**config.mk**
```make
export PLATFORM = sky130hd
export DESIGN_NAME = alu_result_buffer
export DESIGN_NICKNAME = d
export VERILOG_FILES = /design/src/rtl/alu_result_buffer.sv
export SDC_FILE = /design/constraint.sdc
export NUM_CORES = 1
export LEC_CHECK = 0
export CAP_MARGIN = 5
export CORE_MARGIN = 2
export CORE_UTILIZATION = 45
export CTS_CLUSTER_SIZE = 28
export DETAILED_ROUTE_END_ITERATION = 10
export GPL_TIMING_DRIVEN = 0
export PLACE_DENSITY_LB_ADDON = 0.25
export SETUP_SLACK_MARGIN = 0.15
export SYNTH_ARGS = -nofsm -noshare
export SYNTH_HDL_FRONTEND = slang
export SYNTH_SLANG_ARGS = --single-unit
```
**constraint.sdc**
```tcl
create_clock -name CLK -period 2.15 [get_ports CLK]
set_clock_uncertainty 0.15 [all_clocks]
set_input_delay 0.645 -clock CLK [delete_from_list [all_inputs] [get_ports CLK]]
set_output_delay 0.645 -clock CLK [all_outputs]
set_load 0.005 [all_outputs]
```
**src/rtl/alu_result_buffer.sv**
```systemverilog
// alu_result_buffer: execute-to-writeback result FIFO with flag register
// and a forwarding view of the newest buffered entry.
module alu_result_buffer #(
   parameter int DATA_W = 16,
   parameter int DEST_W = 3,
   parameter int DEPTH  = 2
) (
   input  logic                     CLK,
   input  logic                     N_RST,
   input  logic                     FLUSH,
   input  logic                     IN_VALID,
   output logic                     IN_READY,
   input  logic [DATA_W-1:0]        ALU_OUT,
   input  logic [3:0]               FLAG_OUT,
   input  logic [3:0]               S_ALU,
   input  logic [DEST_W-1:0]        IN_DEST,
   input  logic                     IN_WB_EN,
   input  logic                     IN_FLAG_WE,
   output logic                     OUT_VALID,
   input  logic                     OUT_READY,
   output logic [DATA_W-1:0]        OUT_DATA,
   output logic [DEST_W-1:0]        OUT_DEST,
   output logic                     OUT_WB_EN,
   output logic [3:0]               FLAGS,
   output logic                     FWD_VALID,
   output logic [DEST_W-1:0]        FWD_DEST,
   output logic [DATA_W-1:0]        FWD_DATA,
   output logic [$clog2(DEPTH):0]   COUNT
);

   localparam int PTR_W = $clog2(DEPTH);
   localparam int CNT_W = PTR_W + 1;

   logic [DATA_W-1:0] data_q [DEPTH];
   logic [DEST_W-1:0] dest_q [DEPTH];
   logic [DEPTH-1:0]  wb_q;
   logic [PTR_W-1:0]  rd_ptr;
   logic [PTR_W-1:0]  wr_ptr;
   logic [PTR_W-1:0]  new_ptr;
   logic [CNT_W-1:0]  cnt;
   logic [3:0]        flags_q;
   logic [3:0]        flags_d;
   logic              push;
   logic              pop;

   assign IN_READY  = cnt < CNT_W'(DEPTH);
   assign OUT_VALID = cnt != '0;

   // a flush swallows any handshake that coincides with it
   assign push = IN_VALID & IN_READY & ~FLUSH;
   assign pop  = OUT_VALID & OUT_READY & ~FLUSH;

   assign new_ptr = wr_ptr - PTR_W'(1);

   assign OUT_DATA  = data_q[rd_ptr];
   assign OUT_DEST  = dest_q[rd_ptr];
   assign OUT_WB_EN = wb_q[rd_ptr];

   assign FWD_VALID = OUT_VALID & wb_q[new_ptr];
   assign FWD_DEST  = dest_q[new_ptr];
   assign FWD_DATA  = data_q[new_ptr];

   assign FLAGS = flags_q;
   assign COUNT = cnt;

   // entry storage, written at the tail on push
   always_ff @(posedge CLK or negedge N_RST) begin
      if (!N_RST) begin
         for (int i = 0; i < DEPTH; i++) begin
            data_q[i] <= '0;
            dest_q[i] <= '0;
         end
         wb_q <= '0;
      end else if (push) begin
         data_q[wr_ptr] <= ALU_OUT;
         dest_q[wr_ptr] <= IN_DEST;
         wb_q[wr_ptr]   <= IN_WB_EN;
      end
   end

   // pointers and occupancy; pointers wrap naturally at DEPTH
   always_ff @(posedge CLK or negedge N_RST) begin
      if (!N_RST) begin
         rd_ptr <= '0;
         wr_ptr <= '0;
         cnt    <= '0;
      end else if (FLUSH) begin
         rd_ptr <= '0;
         wr_ptr <= '0;
         cnt    <= '0;
      end else begin
         if (push) wr_ptr <= wr_ptr + PTR_W'(1);
         if (pop)  rd_ptr <= rd_ptr + PTR_W'(1);
         unique case ({push, pop})
            2'b10:   cnt <= cnt + CNT_W'(1);
            2'b01:   cnt <= cnt - CNT_W'(1);
            default: cnt <= cnt;
         endcase
      end
   end

   // flag merge by opcode class, only for accepted flag-writing results
   always_comb begin
      flags_d = flags_q;
      if (push && IN_FLAG_WE) begin
         case (S_ALU)
            4'b0000, 4'b0001:
               flags_d = FLAG_OUT;
            4'b0010, 4'b0011, 4'b0100, 4'b1100:
               flags_d = {FLAG_OUT[3:2], flags_q[1:0]};
            4'b1000, 4'b1001, 4'b1010, 4'b1011:
               flags_d = {FLAG_OUT[3:1], flags_q[0]};
            default:
               flags_d = flags_q;
         endcase
      end
   end

   // architectural flag register
   always_ff @(posedge CLK or negedge N_RST) begin
      if (!N_RST) flags_q <= 4'b0000;
      else        flags_q <= flags_d;
   end

endmodule

```
# Word level (Yosys, flattened, before mapping)
# Index checks and enable logic that the tools add are counted.
[op_classes] addsub=5 order_cmp=9 eq_ne=11 mux=32 bitwise=11 reduce_logical=16
[op_table] operator="16-bit two-way mux" count=7
[op_table] operator="32-bit bitwise mux" count=1
[op_table] operator="3-bit two-way mux" count=7
[op_table] operator="4-bit == test, second input constant" count=5
[op_table] operator="16-bit demux with 1-bit select" count=1
[op_table] operator="4-bit one-hot mux with 3 select lines" count=1
[op_table] operator="1-bit two-way mux" count=9
[op_table] operator="4-bit by 2-bit == test with 1-bit output, second input constant" count=2
[op_table] operator="2-bit nonzero test" count=4
[op_table] operator="4-bit OR reduction" count=2
[op_table] operator="6-bit bitwise mux" count=1
[op_table] operator="2-bit greater-or-equal comparator, second input constant" count=3
[op_table] operator="1-bit by 2-bit less-than comparator with 1-bit output, second input constant" count=3
[op_table] operator="1-bit inverter with 2-bit output" count=3
[op_table] operator="3-bit nonzero test" count=2
[op_table] operator="1-bit bitwise AND" count=5
[op_table] operator="4-bit by 1-bit == test with 1-bit output, second input constant" count=1
[op_table] operator="4-bit by 3-bit == test with 1-bit output, second input constant" count=1
[op_table] operator="4-bit zero test" count=1
[op_table] operator="2-bit one-hot mux with 2 select lines" count=1
[op_table] operator="4-bit AND reduction" count=1
[op_table] operator="3-bit demux with 1-bit select" count=1
[op_table] operator="1-bit logical AND" count=3
[op_table] operator="1-bit inverter" count=3
[op_table] operator="15 further kinds" count=16
[totals] reg_bits=48 input_bits=34 output_inout_bits=48 wordCells=95

# Depth between registers and ports, before layout
[depth] ltp_word=6 mapped_depth=4 ltp_nobuf=3

# Worst setup path before layout
# OpenSTA, ideal clock, no wires.
[synth_path] path_kind="reg-to-output" from="register wr_ptr" to="output port FWD_DATA[10]" arrival_time_ps=964 required_time_ps=1355 slack_ps=391 stages_incl_launch_ff=3 n_path_buf=1 cell_sequence="dfrtp_1 -> buf_2 -> mux2_2"
[synth_via] elab_chain_cells=5
[synth_rtl] item="start: declaration" line="38" rtl="logic [PTR_W-1:0] wr_ptr;"
[synth_rtl] item="start signal: assignment" line="92" rtl="if (push) wr_ptr <= wr_ptr + PTR_W'(1);"
[synth_rtl] item="1-bit subtractor" line="53" rtl="assign new_ptr = wr_ptr - PTR_W'(1);"
[synth_rtl] item="1-bit inverter with 2-bit output (not written as such)" line="61" rtl="assign FWD_DATA = data_q[new_ptr];"
[synth_rtl] item="16-bit two-way mux (not written as such) (3 in a row)" line="61"
[synth_rtl] item="end: declaration" line="27" rtl="output logic [DATA_W-1:0] FWD_DATA,"
# No other way between the ends. The select of a mux whose other input is x is not followed.

# Worst setup path in the final report
[layout_path] from="register wr_ptr" to="output port FWD_DATA[15]"
# The elaborated chain is that of the path after synthesis.

==> impl_metrics.json <==
{
  "fmax_mhz": 430,
  "final_cells": 355,
  "p_per_area_nw_per_um2": 862,
  "ios": 82,
  "syn_area_per_cell_um2": 14.3,
  "crit_type": "register to primary output",
  "ys_ff_latch": 48,
  "layout_min_cycle_time_ps": 2330,
  "end_kind": "primary output",
  "outcome": "complete, but fails checks",
  "multi_input_comb_area_um2": 1190,
  "place.gp.congestion": 0.702,
  "wl_met1_um": 2660,
  "drt_iter0_drc": 50,
  "crit_required_ps": 1350,
  "syn-num-nets": 199,
  "path_common_cell": "buf_6",
  "drc": 0,
  "vias_per_cell": 5.09,
  "row_count": 26,
  "final_common_cell": "mux2_2",
  "report.final.slew_viol_count": 0,
  "max-slew-margin-rel_pct": 75.6,
  "tightest_slew_ps": 366,
  "p_total_mw": 3.24,
  "cts_root_buf": "clkbuf_8",
  "max_stage_delay_ps": 440,
  "wl_per_cell_um": 17.3,
  "irDropWorstVdd_v": 0.000521,
  "io_buffers": 81,
  "cts_tree": "built",
  "place_inst": 317,
  "wl_met3_um": 329,
  "cts_buffers": 5,
  "path_cells": "buf_6, buf_6, buf_8, mux2_4, buf_6",
  "critPathMaxFanout": 5,
  "grt_pass1_wl_um": 9760,
  "ff2ff_setup_slack_ps": 180,
  "core_area_um2": 5070,
  "seq_area_um2": 1200,
  "synth.distinct_cells": 19,
  "hold_class": "input port to asynchronous set/reset pin",
  "wl_met2_um": 3060,
  "clk_latency_ps": 290,
  "clockBufferDepth": 2,
  "hold_ws_ps": 46.5,
  "final_nets": 318,
  "finalHoldViolCount": 0,
  "maxCapViolations": 0,
  "syn_to_final_growth_pct": 59.6,
  "die_w_um": 76.4,
  "cp_slowest_cell": "dfrtp_2",
  "vias": 1806,
  "dr.max_layer_used": "met4",
  "grt_pass1_vias": 1873,
  "leakage_nw": 1.70,
  "fillers": 363,
  "insertedDiodeCount": 0,
  "grt_antenna_before_repair": 0,
  "yosysWarnings": 0,
  "overflow": 0,
  "synth_seq_area_share_pct": 50.9,
  "final_cell_mix": "mux2_2 (65), dfrtp_1 (45), buf_6 (42)",
  "grt_max_degree": 41,
  "detailed_place_hpwl_um": 3680,
  "drt-total-wl_um": 6130,
  "cts-htree-levels": 2,
  "detail-route-antenna-nets": 0,
  "rsz0062_at_grt": "true",
  "grt_usage_pct": 21.3,
  "cts.sinks": 48,
  "final_layout_size_suffix_gt1_share_pct": 62.5,
  "period_share_pct": 108,
  "drtPass1Iterations": 4,
  "fin_ws_ps": -175,
  "synthesis.area_um2": 2360,
  "critPathLaunchType": "register",
  "arrival_ps": 1530,
  "finalSetupViolCount": 35,
  "synth_cells": 165,
  "dieArea_um2": 5840,
  "violations": "negative setup slack",
  "die_h_um": 76.4,
  "clk_pin_slew_ps": 80,
  "start_util_pct": 46.5
}
## metrics by stage
stage                     util, %  setup TNS [ps]  instance area (µm²)  setup WS [ps]
final                        74.2           -3340                 3760           -175
after global routing         74.2           -4590                 3760           -204
after CTS                    71.3           -2880                 3620           -149
after detailed placement     64.5          -15120                 3270           -278
after global placement       64.2          -67670                 3260          -1120
after floorplan                 -               0                 2360            391
## report_power, final
part | internal [mW] | switching, mW
logic | 0.947 | 0.427
clock network | 0.263 | 0.287
registers | 1.14 | 0.177
## flip-flops by register name, summed over array words and instances, names as in the netlist
signal and flops:
FLAGS 4, dest_q 6, wr_ptr 1, rd_ptr 1, data_q 32, wb_q 2, COUNT 2
## synthesized netlist by cell type (all sizes together)
cell type / instances / share of area, %
mux2: 84 / 40
dfrtp: 48 / 51
buf: 8 / 1.9
nor2: 5 / 0.80
nor2b: 3 / 0.80
o21ai: 3 / 0.64
inv: 2 / 0.32
nand2b: 2 / 0.85
nor3: 2 / 0.64
xor2: 2 / 0.74
a21oi: 1 / 0.21
a2bb2oi: 1 / 0.37
mux2i: 1 / 0.42
nand4bb: 1 / 0.48
nor3b: 1 / 0.53
nor4: 1 / 0.27
## worst max-delay path: cells and delay by family, from the launching register on
kind,cells,cell delay [ps]
buf+inv,4,490
flops,1,440
mux,1,310
## path summary, 6_finish.rpt
kind,start,endpoint,depth (start not counted)
worst max-delay path,wr_ptr$_DFFE_PN0P_,FWD_DATA[15],5
max in group asynchronous,N_RST,wr_ptr$_DFFE_PN0P_,2
worst max register to register,wr_ptr$_DFFE_PN0P_,data_q[26]$_DFFE_PN0P_,6
worst min register to register,FLAGS[2]$_DFFE_PN0P_,FLAGS[2]$_DFFE_PN0P_,1
min in group CLK,FLAGS[2]$_DFFE_PN0P_,FLAGS[2]$_DFFE_PN0P_,1
worst min-delay path,N_RST,data_q[16]$_DFFE_PN0P_,1
## timing repair
action / 4_1_cts / 5_1_grt
setup endpoints to repair: 86 / 45
pin swaps: 2 / 1
gates resized for setup: 220 / 28
setup buffers: 25 / 2
hold endpoints to repair: 0 / 0
gates cloned: 3 / 0
hold buffers: 0 / 0
## layout make-up
type	instances	area share (%)
flip-flops and latches	48	32.0
multi-input cells	107	31.6
repair buffers	112	29.3
clock buffers	8	2.39
well taps	70	2.33
plain buffers	8	2.23
inverters	2	0.199
## layer usage
layer | GRT usage (%) | vias to the layer above
li1 | - | 833
met1 | 27.9 | 898
met2 | 36.0 | 66
met3 | 4.86 | 9
met4 | 5.45 | 0
met5 | 0 | -
## cells by family (layout without fill, tap and decap cells)
family / after synthesis / in the layout / share of synthesized area (%)
xor+xnor: 2 / 2 / 0.743
buf+inv: 10 / 130 / 2.23
simple gates: 15 / 15 / 4.35
compound gates: 5 / 5 / 1.22
mux: 85 / 85 / 40.5
flops: 48 / 48 / 50.9
Power figures use the tool's default switching activity.
